### src/rtl/mem_stage_if.sv
// Y86 memory-stage bundle: upstream pipe inputs, data-memory port and write-back payload.
// slave = the memory stage itself, master = whoever drives it (execute/memory/write-back side).
interface mem_stage_if #(
  parameter int DW = 32
);
  logic          valid_i;
  logic [7:0]    icode_i;
  logic          cnd_i;
  logic [DW-1:0] valE_i;
  logic [DW-1:0] valA_i;
  logic [DW-1:0] valP_i;
  logic [7:0]    dstE_i;
  logic [7:0]    dstM_i;
  logic          stall_o;

  logic          dmem_req_o;
  logic          dmem_we_o;
  logic [DW-1:0] dmem_addr_o;
  logic [DW-1:0] dmem_wdata_o;
  logic [DW-1:0] dmem_rdata_i;
  logic          dmem_ack_i;
  logic          dmem_err_i;

  logic          valid_o;
  logic [7:0]    icode_o;
  logic [DW-1:0] valE_o;
  logic [DW-1:0] valM_o;
  logic [7:0]    dstE_o;
  logic [7:0]    dstM_o;
  logic [2:0]    stat_o;

  modport slave (
    input  valid_i, icode_i, cnd_i, valE_i, valA_i, valP_i, dstE_i, dstM_i,
    output stall_o,
    output dmem_req_o, dmem_we_o, dmem_addr_o, dmem_wdata_o,
    input  dmem_rdata_i, dmem_ack_i, dmem_err_i,
    output valid_o, icode_o, valE_o, valM_o, dstE_o, dstM_o, stat_o
  );

  modport master (
    output valid_i, icode_i, cnd_i, valE_i, valA_i, valP_i, dstE_i, dstM_i,
    input  stall_o,
    input  dmem_req_o, dmem_we_o, dmem_addr_o, dmem_wdata_o,
    output dmem_rdata_i, dmem_ack_i, dmem_err_i,
    input  valid_o, icode_o, valE_o, valM_o, dstE_o, dstM_o, stat_o
  );
endinterface

### src/rtl/mem_stage.sv
// Y86 memory stage: one data-memory access per instruction, stalls upstream while busy.
// Optional MEM_ALIGN_CHECK_EN: misaligned memory ops fault with ADR instead of issuing a request.
module mem_stage #(
  parameter int DW = 32
) (
  input  logic        clk,
  input  logic        rst,
  mem_stage_if.slave  bus
);

  localparam logic [1:0] S_IDLE   = 2'd0;
  localparam logic [1:0] S_BUSY   = 2'd1;
  localparam logic [1:0] S_HALTED = 2'd2;

  localparam logic [7:0] IC_HALT   = 8'h00;
  localparam logic [7:0] IC_NOP    = 8'h01;
  localparam logic [7:0] IC_CMOVXX = 8'h02;
  localparam logic [7:0] IC_RMMOVL = 8'h04;
  localparam logic [7:0] IC_MRMOVL = 8'h05;
  localparam logic [7:0] IC_CALL   = 8'h08;
  localparam logic [7:0] IC_RET    = 8'h09;
  localparam logic [7:0] IC_PUSHL  = 8'h0A;
  localparam logic [7:0] IC_POPL   = 8'h0B;

  localparam logic [7:0] REG_NONE = 8'h0F;

  localparam logic [2:0] STAT_AOK = 3'd1;
  localparam logic [2:0] STAT_HLT = 3'd2;
  localparam logic [2:0] STAT_ADR = 3'd3;
  localparam logic [2:0] STAT_INS = 3'd4;

  function automatic logic f_is_read(input logic [7:0] icode);
    f_is_read = (icode == IC_MRMOVL) || (icode == IC_POPL) || (icode == IC_RET);
  endfunction

  function automatic logic f_is_write(input logic [7:0] icode);
    f_is_write = (icode == IC_RMMOVL) || (icode == IC_PUSHL) || (icode == IC_CALL);
  endfunction

  function automatic logic f_is_invalid(input logic [7:0] icode);
    f_is_invalid = (icode > IC_POPL);
  endfunction

  logic [1:0]    r_state;
  logic          r_valid;
  logic [7:0]    r_icode;
  logic [DW-1:0] r_valE;
  logic [DW-1:0] r_valM;
  logic [7:0]    r_dstE;
  logic [7:0]    r_dstM;
  logic [2:0]    r_stat;
  logic          r_req;
  logic          r_we;
  logic [DW-1:0] r_addr;
  logic [DW-1:0] r_wdata;
  logic          r_is_read;

  logic          w_accept;
  logic          w_is_read;
  logic          w_is_write;
  logic          w_is_mem;
  logic          w_invalid;
  logic          w_misalign;
  logic [DW-1:0] w_addr;
  logic [DW-1:0] w_wdata;
  logic [7:0]    w_dstE;

  // Decode the instruction offered by execute into access type, address, data and dstE.
  always_comb begin
    w_accept   = bus.valid_i && (r_state == S_IDLE);
    w_is_read  = f_is_read(bus.icode_i);
    w_is_write = f_is_write(bus.icode_i);
    w_is_mem   = w_is_read || w_is_write;
    w_invalid  = f_is_invalid(bus.icode_i);
    if ((bus.icode_i == IC_POPL) || (bus.icode_i == IC_RET)) begin
      w_addr = bus.valA_i;
    end else begin
      w_addr = bus.valE_i;
    end
    if (bus.icode_i == IC_CALL) begin
      w_wdata = bus.valP_i;
    end else begin
      w_wdata = bus.valA_i;
    end
    if ((bus.icode_i == IC_CMOVXX) && !bus.cnd_i) begin
      w_dstE = REG_NONE;
    end else begin
      w_dstE = bus.dstE_i;
    end
  end

`ifdef MEM_ALIGN_CHECK_EN
  assign w_misalign = w_is_mem && (w_addr[1:0] != 2'b00);
`else
  assign w_misalign = 1'b0;
`endif

  // Stage FSM plus the write-back payload and data-memory request registers.
  always_ff @(posedge clk or negedge rst) begin
    if (!rst) begin
      r_state   <= S_IDLE;
      r_valid   <= 1'b0;
      r_icode   <= IC_NOP;
      r_valE    <= '0;
      r_valM    <= '0;
      r_dstE    <= REG_NONE;
      r_dstM    <= REG_NONE;
      r_stat    <= STAT_AOK;
      r_req     <= 1'b0;
      r_we      <= 1'b0;
      r_addr    <= '0;
      r_wdata   <= '0;
      r_is_read <= 1'b0;
    end else begin
      case (r_state)
        S_IDLE: begin
          if (w_accept) begin
            r_icode <= bus.icode_i;
            r_valE  <= bus.valE_i;
            r_dstE  <= w_dstE;
            r_dstM  <= bus.dstM_i;
            if (w_invalid) begin
              r_valid <= 1'b1;
              r_stat  <= STAT_INS;
              r_state <= S_HALTED;
            end else if (bus.icode_i == IC_HALT) begin
              r_valid <= 1'b1;
              r_stat  <= STAT_HLT;
              r_state <= S_HALTED;
            end else if (w_is_mem && w_misalign) begin
              r_valid <= 1'b1;
              r_stat  <= STAT_ADR;
              r_dstE  <= REG_NONE;
              r_dstM  <= REG_NONE;
              r_state <= S_HALTED;
            end else if (w_is_mem) begin
              r_valid   <= 1'b0;
              r_req     <= 1'b1;
              r_we      <= w_is_write;
              r_addr    <= w_addr;
              r_wdata   <= w_wdata;
              r_is_read <= w_is_read;
              r_state   <= S_BUSY;
            end else begin
              r_valid <= 1'b1;
              r_stat  <= STAT_AOK;
            end
          end else begin
            r_valid <= 1'b0;
          end
        end
        S_BUSY: begin
          if (bus.dmem_ack_i) begin
            r_valid <= 1'b1;
            r_req   <= 1'b0;
            r_we    <= 1'b0;
            if (bus.dmem_err_i) begin
              r_stat  <= STAT_ADR;
              r_dstE  <= REG_NONE;
              r_dstM  <= REG_NONE;
              r_state <= S_HALTED;
            end else begin
              r_stat  <= STAT_AOK;
              r_state <= S_IDLE;
              if (r_is_read) begin
                r_valM <= bus.dmem_rdata_i;
              end else begin
                r_valM <= r_valM;
              end
            end
          end else begin
            r_valid <= 1'b0;
          end
        end
        S_HALTED: begin
          r_valid <= 1'b0;
          r_req   <= 1'b0;
          r_we    <= 1'b0;
        end
        default: begin
          r_valid <= 1'b0;
          r_req   <= 1'b0;
          r_we    <= 1'b0;
          r_state <= S_IDLE;
        end
      endcase
    end
  end

  assign bus.stall_o      = (r_state != S_IDLE);
  assign bus.dmem_req_o   = r_req;
  assign bus.dmem_we_o    = r_we;
  assign bus.dmem_addr_o  = r_addr;
  assign bus.dmem_wdata_o = r_wdata;
  assign bus.valid_o      = r_valid;
  assign bus.icode_o      = r_icode;
  assign bus.valE_o       = r_valE;
  assign bus.valM_o       = r_valM;
  assign bus.dstE_o       = r_dstE;
  assign bus.dstM_o       = r_dstM;
  assign bus.stat_o       = r_stat;

endmodule

### src/flat_wrapper.sv
// flat-port wrapper written by rule: the top's interface ports become plain ports
module mem_stage_flat 
#(
  parameter int DW = 32
)
  (clk, rst, bus_valid_i, bus_icode_i, bus_cnd_i, bus_valE_i, bus_valA_i, bus_valP_i, bus_dstE_i, bus_dstM_i, bus_stall_o, bus_dmem_req_o, bus_dmem_we_o, bus_dmem_addr_o, bus_dmem_wdata_o, bus_dmem_rdata_i, bus_dmem_ack_i, bus_dmem_err_i, bus_valid_o, bus_icode_o, bus_valE_o, bus_valM_o, bus_dstE_o, bus_dstM_o, bus_stat_o);
  mem_stage_if #(.DW(DW)) bus_i ();
  input  logic clk;
  input  logic rst;
  input wire logic [$bits(bus_i.valid_i)-1:0] bus_valid_i;
  input wire logic [$bits(bus_i.icode_i)-1:0] bus_icode_i;
  input wire logic [$bits(bus_i.cnd_i)-1:0] bus_cnd_i;
  input wire logic [$bits(bus_i.valE_i)-1:0] bus_valE_i;
  input wire logic [$bits(bus_i.valA_i)-1:0] bus_valA_i;
  input wire logic [$bits(bus_i.valP_i)-1:0] bus_valP_i;
  input wire logic [$bits(bus_i.dstE_i)-1:0] bus_dstE_i;
  input wire logic [$bits(bus_i.dstM_i)-1:0] bus_dstM_i;
  output wire logic [$bits(bus_i.stall_o)-1:0] bus_stall_o;
  output wire logic [$bits(bus_i.dmem_req_o)-1:0] bus_dmem_req_o;
  output wire logic [$bits(bus_i.dmem_we_o)-1:0] bus_dmem_we_o;
  output wire logic [$bits(bus_i.dmem_addr_o)-1:0] bus_dmem_addr_o;
  output wire logic [$bits(bus_i.dmem_wdata_o)-1:0] bus_dmem_wdata_o;
  input wire logic [$bits(bus_i.dmem_rdata_i)-1:0] bus_dmem_rdata_i;
  input wire logic [$bits(bus_i.dmem_ack_i)-1:0] bus_dmem_ack_i;
  input wire logic [$bits(bus_i.dmem_err_i)-1:0] bus_dmem_err_i;
  output wire logic [$bits(bus_i.valid_o)-1:0] bus_valid_o;
  output wire logic [$bits(bus_i.icode_o)-1:0] bus_icode_o;
  output wire logic [$bits(bus_i.valE_o)-1:0] bus_valE_o;
  output wire logic [$bits(bus_i.valM_o)-1:0] bus_valM_o;
  output wire logic [$bits(bus_i.dstE_o)-1:0] bus_dstE_o;
  output wire logic [$bits(bus_i.dstM_o)-1:0] bus_dstM_o;
  output wire logic [$bits(bus_i.stat_o)-1:0] bus_stat_o;
  assign bus_i.valid_i = bus_valid_i;
  assign bus_i.icode_i = bus_icode_i;
  assign bus_i.cnd_i = bus_cnd_i;
  assign bus_i.valE_i = bus_valE_i;
  assign bus_i.valA_i = bus_valA_i;
  assign bus_i.valP_i = bus_valP_i;
  assign bus_i.dstE_i = bus_dstE_i;
  assign bus_i.dstM_i = bus_dstM_i;
  assign bus_stall_o = bus_i.stall_o;
  assign bus_dmem_req_o = bus_i.dmem_req_o;
  assign bus_dmem_we_o = bus_i.dmem_we_o;
  assign bus_dmem_addr_o = bus_i.dmem_addr_o;
  assign bus_dmem_wdata_o = bus_i.dmem_wdata_o;
  assign bus_i.dmem_rdata_i = bus_dmem_rdata_i;
  assign bus_i.dmem_ack_i = bus_dmem_ack_i;
  assign bus_i.dmem_err_i = bus_dmem_err_i;
  assign bus_valid_o = bus_i.valid_o;
  assign bus_icode_o = bus_i.icode_o;
  assign bus_valE_o = bus_i.valE_o;
  assign bus_valM_o = bus_i.valM_o;
  assign bus_dstE_o = bus_i.dstE_o;
  assign bus_dstM_o = bus_i.dstM_o;
  assign bus_stat_o = bus_i.stat_o;
  mem_stage #(.DW(DW)) u_core (.clk(clk), .rst(rst), .bus(bus_i));
endmodule
### config.mk
export PLATFORM = sky130hd
export DESIGN_NAME = mem_stage_flat
export DESIGN_NICKNAME = d
export VERILOG_FILES = /design/src/rtl/mem_stage_if.sv /design/src/rtl/mem_stage.sv /design/src/flat_wrapper.sv
export SDC_FILE = /design/constraint.sdc
export NUM_CORES = 1
export LEC_CHECK = 0
export ABC_AREA = 1
export ABC_CLOCK_PERIOD_IN_PS = 3700
export BUFFER_PORTS_ARGS = -buffer_cell sky130_fd_sc_hd__buf_4
export CORE_ASPECT_RATIO = 2
export CORE_MARGIN = 2
export CORE_UTILIZATION = 35
export CTS_CLUSTER_DIAMETER = 80
export DETAILED_ROUTE_END_ITERATION = 6
export GPL_ROUTABILITY_DRIVEN = 0
export PLACE_DENSITY = 0.68
export SLEW_MARGIN = 10
export SYNTH_ARGS = -nofsm -noshare
export SYNTH_HDL_FRONTEND = slang
export SYNTH_SLANG_ARGS = --single-unit
### constraint.sdc
create_clock -name clk -period 3.7 [get_ports clk]
set_clock_uncertainty 0.15 [all_clocks]
set_input_delay 0.37 -clock clk [delete_from_list [all_inputs] [get_ports clk]]
set_output_delay 0.37 -clock clk [all_outputs]
set_load 0.01 [all_outputs]
==> key figures, run 1 <==
Layout
  – NumNets Final: 1337
  – Layout Area Growth over Synthesis: 53.4%
  – # diodes: 0
  – Share of cells above drive strength 1: 32.3%
  – Storage element area: 4040 um^2
  – Multi-input logic area: 2550 um^2
  – Layout fillers: 1841

Route
  – # DRC: 0
  – DRT Pass-1 Iters: 5
  – Post-Route WL: 22500 um
  – DRT antenna net count: 0
  – WL/cell: 15.5 um
  – Vias: 6647
  – Drt initial violations: 280
  – Via density: 4.57

GRT
  – Initial antenna violation count: 0
  – Largest net degree at the start of global routing: 77
  – Vias in the first global route: 6666
  – Gr usage total: 21.1%
  – First-pass GRT wire length: 35000 um
  – Grt ovf: 0

STA
  – Final hold vios: 0
  – Slew margin rel.: 47.6%
  – Setup violators final: 0
  – Final min period: 2.72 ns
  – Post-Route Setup TNS: 0 ns
  – Final period utilization: 73.6%
  – RSZ-0062 raised after global routing: false
  – Worst-Margin Slew: 0.783 ns
  – Peak Freq: 367 MHz
  – WHS: 0.0241 ns
  – Max-slew violation count: 0

Critical path
  – Worst reg2reg endpoint: u_core.bus.icode_o[1]$_DFFE_PN0P_
  – CP Max Fanout: 42
  – Req. time, crit path: 3.84 ns
  – CP Cell Sequence: dlygate4sd3_1 > buf_4 > nor2_1 > nand2_1 > inv_1 > nand2_1 > nand2_1 > o21ai_4 > buf_4 > o21ai_0
  – Crit path largest cell delay: 0.63 ns
  – Setup slack, reg-to-reg: 1.49 ns
  – Worst path most repeated cell: nand2_1
  – Crit end category: flip-flop
  – Crit path max-delay cell type: o21ai_4
  – Register-to-Register Path Depth: 8
  – Worst reg2reg path startpoint: u_core.r_state[1]$_DFFE_PN0P_
  – Kind of critical path: input port to flip-flop
  – Setup crit start kind: input port
  – CP Data Arrival Time: 2.86 ns

Synth
  – Post-synth EDFFs: 0
  – Yosys reg bits: 161
  – Ranking of synthesized cells by area: dfrtp_1 (53%), nand2_1 (16%), mux2_1 (4.8%), o21ai_0 (4.5%), dfstp_2 (3.7%)
  – Register area share after synthesis: 56.9%
  – Top cell type's share of synthesized area: 53.2%
  – YS warnings: 0
  – Net count after synthesis: 966
  – Largest area contributor in the netlist: dfrtp_1
  – Ys async rst share: 100%
  – Yosys cell types: 29
  – Cell count after synthesis: 808
  – Syn avg cell area: 8.79 um^2
  – Synth Cell Area: 7100 um^2
  – Ys flop type: dfrtp_1

Status
  – Status: finished clean

Clock tree
  – Root Buffer: clkbuf_16
  – CTS-repair resized insts: 0
  – H-tree depth: 4
  – Clock Sinks: 161
  – Clock Tree Buf Depth: 2
  – CTS Buf Count: 17
  – Clk_lat worst skew: 0.43 ns
  – CTS tree: yes
  – Clock Pin Slew Worst Setup and Hold Paths: 0.06 ns
  – Setup Fix Bufs, Post-CTS: 0

Pwr
  – Clock share of power: 37.8%
  – Lkg Pwr: 6.06 nW
  – Sequential Power Share: 43.9%
  – Maximum VDD drop: 0.371 mV
  – PD cells: 430 nW/um^2
  – Switching component of the power: 1.22 mW
  – Switching share of power: 25.9%
  – Combinational share of power: 18.3%
  – Cell-internal power: 3.47 mW

Floorplanning
  – Initial Utilization: 35.7%
  – Die height: 205 um
  – DIE WIDTH: 105 um
  – Num rows: 73
  – Die area: 21500 um^2
  – Top Ports: 317
  – Core area: 19900 um^2

Worst hold path
  – Worst min-delay path class: input port to flip-flop
  – HP Start: bus_dstE_i[6]
  – Hold path depth: 3
  – Min-Delay Endpoint: u_core.bus.dstE_o[6]$_DFFE_PN0P_

Run
  – Max Cap Viol: 0

Placement
  – Post-DP HPWL: 15900 um
  – IO buf count: 316
per-stage QoR:
step           cells  util (%)  setup WS [ns]  power (mW)  instance area [um^2]
5_1_grt         1454      54.7          0.763        4.93                 10900
3_3_place_gp    1354      48.3           1.13        2.88                  9610
3_5_place_dp    1354      48.3           1.06        2.89                  9610
6_report        1454      54.7          0.976        4.69                 10900
4_1_cts         1454      54.7          0.991        4.75                 10900
2_1_floorplan    808         -           1.94        2.36                  7100
worst max-delay path by stage:
stage / cells after the start / to / from
2_1_floorplan: 7 / u_core.bus.valM_o[10]$_DFFE_PN0P_ / u_core.r_state[1]$_DFFE_PN0P_
3_3_place_gp: 8 / u_core.bus.dmem_wdata_o[20]$_DFFE_PN0P_ / bus_icode_i[3]
3_5_place_dp: 8 / u_core.bus.dmem_wdata_o[18]$_DFFE_PN0P_ / bus_icode_i[3]
4_1_cts: 10 / u_core.bus.dmem_wdata_o[18]$_DFFE_PN0P_ / bus_icode_i[5]
5_1_grt: 10 / u_core.bus.dmem_wdata_o[18]$_DFFE_PN0P_ / bus_icode_i[4]
6_report: 10 / u_core.bus.dmem_wdata_o[18]$_DFFE_PN0P_ / bus_icode_i[5]
layout make-up:
class / instances / share of cell area (%)
multi-input cells: 545 / 23.4
flip-flops and latches: 161 / 37.1
repair buffers: 393 / 28.8
well taps: 262 / 3.01
clock inverters: 11 / 1.18
clock buffers: 21 / 4.32
inverters: 61 / 2.14
synthesized netlist by cell type (all sizes together), types with 5 or more instances:
library cell / instances
o21ai: 81
nand2: 311
nor2: 62
dfstp: 10
a21oi: 36
mux2: 32
inv: 60
clkbuf: 11
nand3: 13
a31oi: 5
buf: 30
dfrtp: 151
power by group through the flow:
stage                     sequential, mW  clock (mW)  combinational, mW
after floorplan                     2.17           0              0.192
after global placement              2.08           0              0.798
after detailed placement            2.09           0              0.806
after CTS                           2.06        1.82              0.868
after global routing                2.08        1.91              0.937
final                               2.06        1.77              0.855
routing by layer:
layer / routed length [um] / vias to the layer above / share of wire (%) / track usage, %
li1: - / 3289 / - / -
met1: 8430 / 3093 / 37 / 22.5
met2: 12300 / 221 / 55 / 39.3
met3: 1040 / 44 / 4.6 / 4.81
met4: 768 / 0 / 3.4 / 9.38
met5: 0 / - / 0 / 0
worst max-delay path: cells and delay by family:
family,cells,cell delay [ns]
AOI/OAI and AO/OA,2,0.81
buffers and inverters,4,1.24
and+or+nand+nor,4,0.41
placed cells by master, fill, tap and decap left out, drive strengths merged, types with 2 or more instances in the layout:
master and count:
dfrtp 151, clkinv 7, o21ai 81, bufinv 2
mux2 32, clkinvlp 2, nand2 311, inv 61
nand4 2, nor2 62, a21oi 36, a31oi 5
dfstp 10, buf 325, nand3 13, dlygate4sd3 68
clkbuf 21
cells by family (layout without fill, tap and decap cells):
family	after synthesis	after routing	share of synthesized area, %
flops	161	161	56.9
simple gates	390	390	21.6
buf+inv	102	486	7.38
mux	32	32	5.08
compound gates	123	123	9.06
flip-flops by register name, summed over array words and instances (netlist names), 3 cells and up:
signal and count:
u_core.bus.dmem_addr_o 32, u_core.bus.valE_o 32, u_core.bus.dstE_o 8, u_core.bus.icode_o 8, u_core.bus.valM_o 32, u_core.bus.dmem_wdata_o 32, u_core.bus.dstM_o 8, u_core.bus.stat_o 3
timing repair:
item,CTS,global route
endpoints found under the hold margin,132,0
setup endpoints to repair,0,0
hold buffers,68,0
(Power assumes the default switching activity.)
==> inputs of run 2 (changes only) <==
Settings changed: ABC_CLOCK_PERIOD_IN_PS 3700 to 2700.
Clock period 3.7 ns to 2.7 ns, I/O delays scaled along.
==> key figures, run 2 (synthesized netlist as in run 1, its figures left out) <==
Critical path
  – Worst reg2reg endpoint: u_core.bus.dstM_o[6]$_DFFE_PN0P_
  – Crit end category: flip-flop
  – Setup crit start kind: input port
  – CP Max Fanout: 38 (-9.5%)
  – Worst reg2reg path startpoint: u_core.r_state[1]$_DFFE_PN0P_
  – Crit path largest cell delay: 0.54 ns (-0.09 ns)
  – CP Data Arrival Time: 2.53 ns (-0.33 ns)
  – Critical Path Start: bus_icode_i[5]
  – Worst Setup EP: u_core.bus.dmem_addr_o[6]$_DFFE_PN0P_
  – Register-to-Register Path Depth: 6 (-2)
  – CP Cell Sequence: dlygate4sd3_1 > buf_4 > nor2_1 > nand2_1 > nor2_1 > nand2_2 > buf_4 > o21ai_0 > nand2_1 > nand2_1
  – Req. time, crit path: 2.92 ns (-0.92 ns)
  – Worst path most repeated cell: nand2_1
  – Crit path max-delay cell type: dlygate4sd3_1
  – Kind of critical path: input port to flip-flop
  – Setup slack, reg-to-reg: 0.56 ns (-0.93 ns)

Worst hold path
  – Hold path depth: 3 (unchanged)
  – Worst min-delay path class: input port to flip-flop

STA
  – Peak Freq: 434 MHz
  – Setup WS post-layout: 0.394 ns (-0.583 ns)
  – Final min period: 2.31 ns
  – Post-Route Setup TNS: 0 ns (unchanged)
  – RSZ-0062 raised after global routing: false
  – Final period utilization: 85.4%
  – Max-slew violation count: 0 (unchanged)
  – Worst-Margin Slew: 0.678 ns (-0.105 ns)
  – Setup violators final: 0 (unchanged)
  – Slew margin rel.: 54.6% (+7.0 points)
  – Final hold vios: 0 (unchanged)

Pwr
  – PD cells: 565 nW/um^2 (+31%)
  – Switching share of power: 26.2% (+0.28 points)
  – Cell-internal power: 4.75 mW (+37%)
  – Switching component of the power: 1.69 mW (+39%)
  – Combinational share of power: 19.4% (+1.1 points)
  – Sequential Power Share: 43.8% (about the same)
  – Maximum VDD drop: 0.410 mV (+10%)
  – Lkg Pwr: 6.27 nW (+3.5%)
  – Clock share of power: 36.8% (-1.0 points)

Route
  – Drt initial violations: 315 (+13%)
  – DRT Pass-1 Iters: 5 (unchanged)
  – Vias: 6968 (+4.8%)
  – DRT antenna net count: 0 (unchanged)
  – Via density: 4.64 (+1.4%)
  – WL/cell: 16.1 um (+3.7%)
  – # DRC: 0 (unchanged)
  – Post-Route WL: 24200 um (+7.2%)

Placement
  – Placement Setup Slack: 0.485 ns (-0.580 ns)
  – Post-DP HPWL: 16400 um (+2.9%)
  – IO buf count: 316 (unchanged)

Floorplanning
  – Top Ports: 317 (unchanged)
  – Die area: 21500 um^2 (unchanged)
  – Num rows: 73 (unchanged)
  – Die height: 205 um (unchanged)
  – Initial Utilization: 35.7% (unchanged)
  – DIE WIDTH: 105 um (unchanged)
  – Core area: 19900 um^2 (unchanged)

Clock tree
  – Setup Fix Bufs, Post-CTS: 0 (unchanged)
  – Clock Sinks: 161 (unchanged)
  – Root Buffer: clkbuf_16
  – CTS tree: yes
  – Clock Tree Buf Depth: 2 (unchanged)
  – CTS-repair resized insts: 0 (unchanged)
  – CTS Buf Count: 17 (unchanged)
  – H-tree depth: 4 (unchanged)
  – Clk_lat worst skew: 0.42 ns (about the same)
  – Clock Pin Slew Worst Setup and Hold Paths: 0.06 ns (about the same)

GRT
  – Vias in the first global route: 7392 (+11%)
  – Grt ovf: 0 (unchanged)
  – Initial antenna violation count: 0 (unchanged)
  – Gr usage total: 22.7% (+1.6 points)
  – First-pass GRT wire length: 37700 um (+7.8%)
  – Largest net degree at the start of global routing: 65 (-16%)

Layout
  – Layout Area Growth over Synthesis: 60.5%
  – Commonest non-fill, non-tap cell in the layout: buf_4
  – Most frequent cells in the layout: buf_4 (321), nand2_1 (309), dfrtp_1 (151)
  – NumNets Final: 1386 (+3.7%)
  – Share of cells above drive strength 1: 31.0% (-1.3 points)

Status
  – Status: finished clean

Run
  – Max Cap Viol: 0 (unchanged)
[run 2: cell types whose count changed in the layout (fill, tap and decap cells not counted), sizes merged]
cell / change
diode: +1
clkbuf: +2
clkinv: -2
buf: +1
bufinv: -1
dlygate4sd3: +48
[run 2: stage by stage]
stage | utilization, % | hold WS (ns) | area (um^2) | cells | power (mW)
finish | 57.2 | 0.0134 | 11400 | 1503 | 6.44
global route | 57.2 | 0.0362 | 11400 | 1502 | 6.75
CTS | 57.2 | 0.00713 | 11400 | 1502 | 6.49
detailed placement | 48.5 | 0.150 | 9650 | 1355 | 3.98
global placement | 48.5 | 0.152 | 9650 | 1355 | 3.95
floorplan | - | -0.176 | 7100 | 808 | 3.23
[run 2: cell type report]
type / count / area [um^2]
fillers: 1762 / 8520
flip-flops and latches: 161 / 4040
repair buffers: 442 / 3660
multi-input cells: 545 / 2550
clock buffers: 23 / 498
well taps: 262 / 328
inverters: 61 / 233
clock inverters: 8 / 77.6
diodes: 1 / 2.50
[run 2: how the worst min path moves through the flow]
stage / startpoint / endpoint
after floorplan: rst / u_core.bus.dmem_addr_o[0]$_DFFE_PN0P_
after global placement: rst / u_core.bus.dstE_o[7]$_DFFE_PN0P_
after detailed placement: rst / u_core.bus.dstE_o[4]$_DFFE_PN0P_
after CTS: bus_icode_i[2] / u_core.bus.icode_o[2]$_DFFE_PN0P_
after global routing: bus_icode_i[2] / u_core.bus.icode_o[2]$_DFFE_PN0P_
final: bus_valP_i[17] / u_core.bus.dmem_wdata_o[17]$_DFFE_PN0P_
[run 2: worst max-delay path: cells and delay by family]
kind / cells / cell delay [ns]
simple gates: 6 / 0.96
compound gates: 1 / 0.22
buf+inv: 3 / 1.05
[run 2: power by group through the flow]
stage          registers, mW  logic, mW  clock network (mW)
2_1_floorplan           2.97      0.263                   0
3_3_place_gp            2.86       1.10                   0
3_5_place_dp            2.86       1.11                   0
4_1_cts                 2.82       1.25                2.42
5_1_grt                 2.85       1.36                2.53
6_report                2.82       1.25                2.37
[run 2: timing repair]
| item | CTS | global route |
|---|---|---|
| setup endpoints to repair | 0 | 0 |
| hold endpoints to repair | 170 | 0 |
| hold buffers | 116 | 0 |
[run 2: routing by layer]
layer | global-route usage, % | up-vias | wire [um]
met4 | 15.0 | 0 | 1510
met3 | 4.09 | 86 | 1110
met1 | 23.6 | 3237 | 8530
met2 | 41.4 | 274 | 13000
li1 | - | 3371 | -
met5 | 0 | - | 0
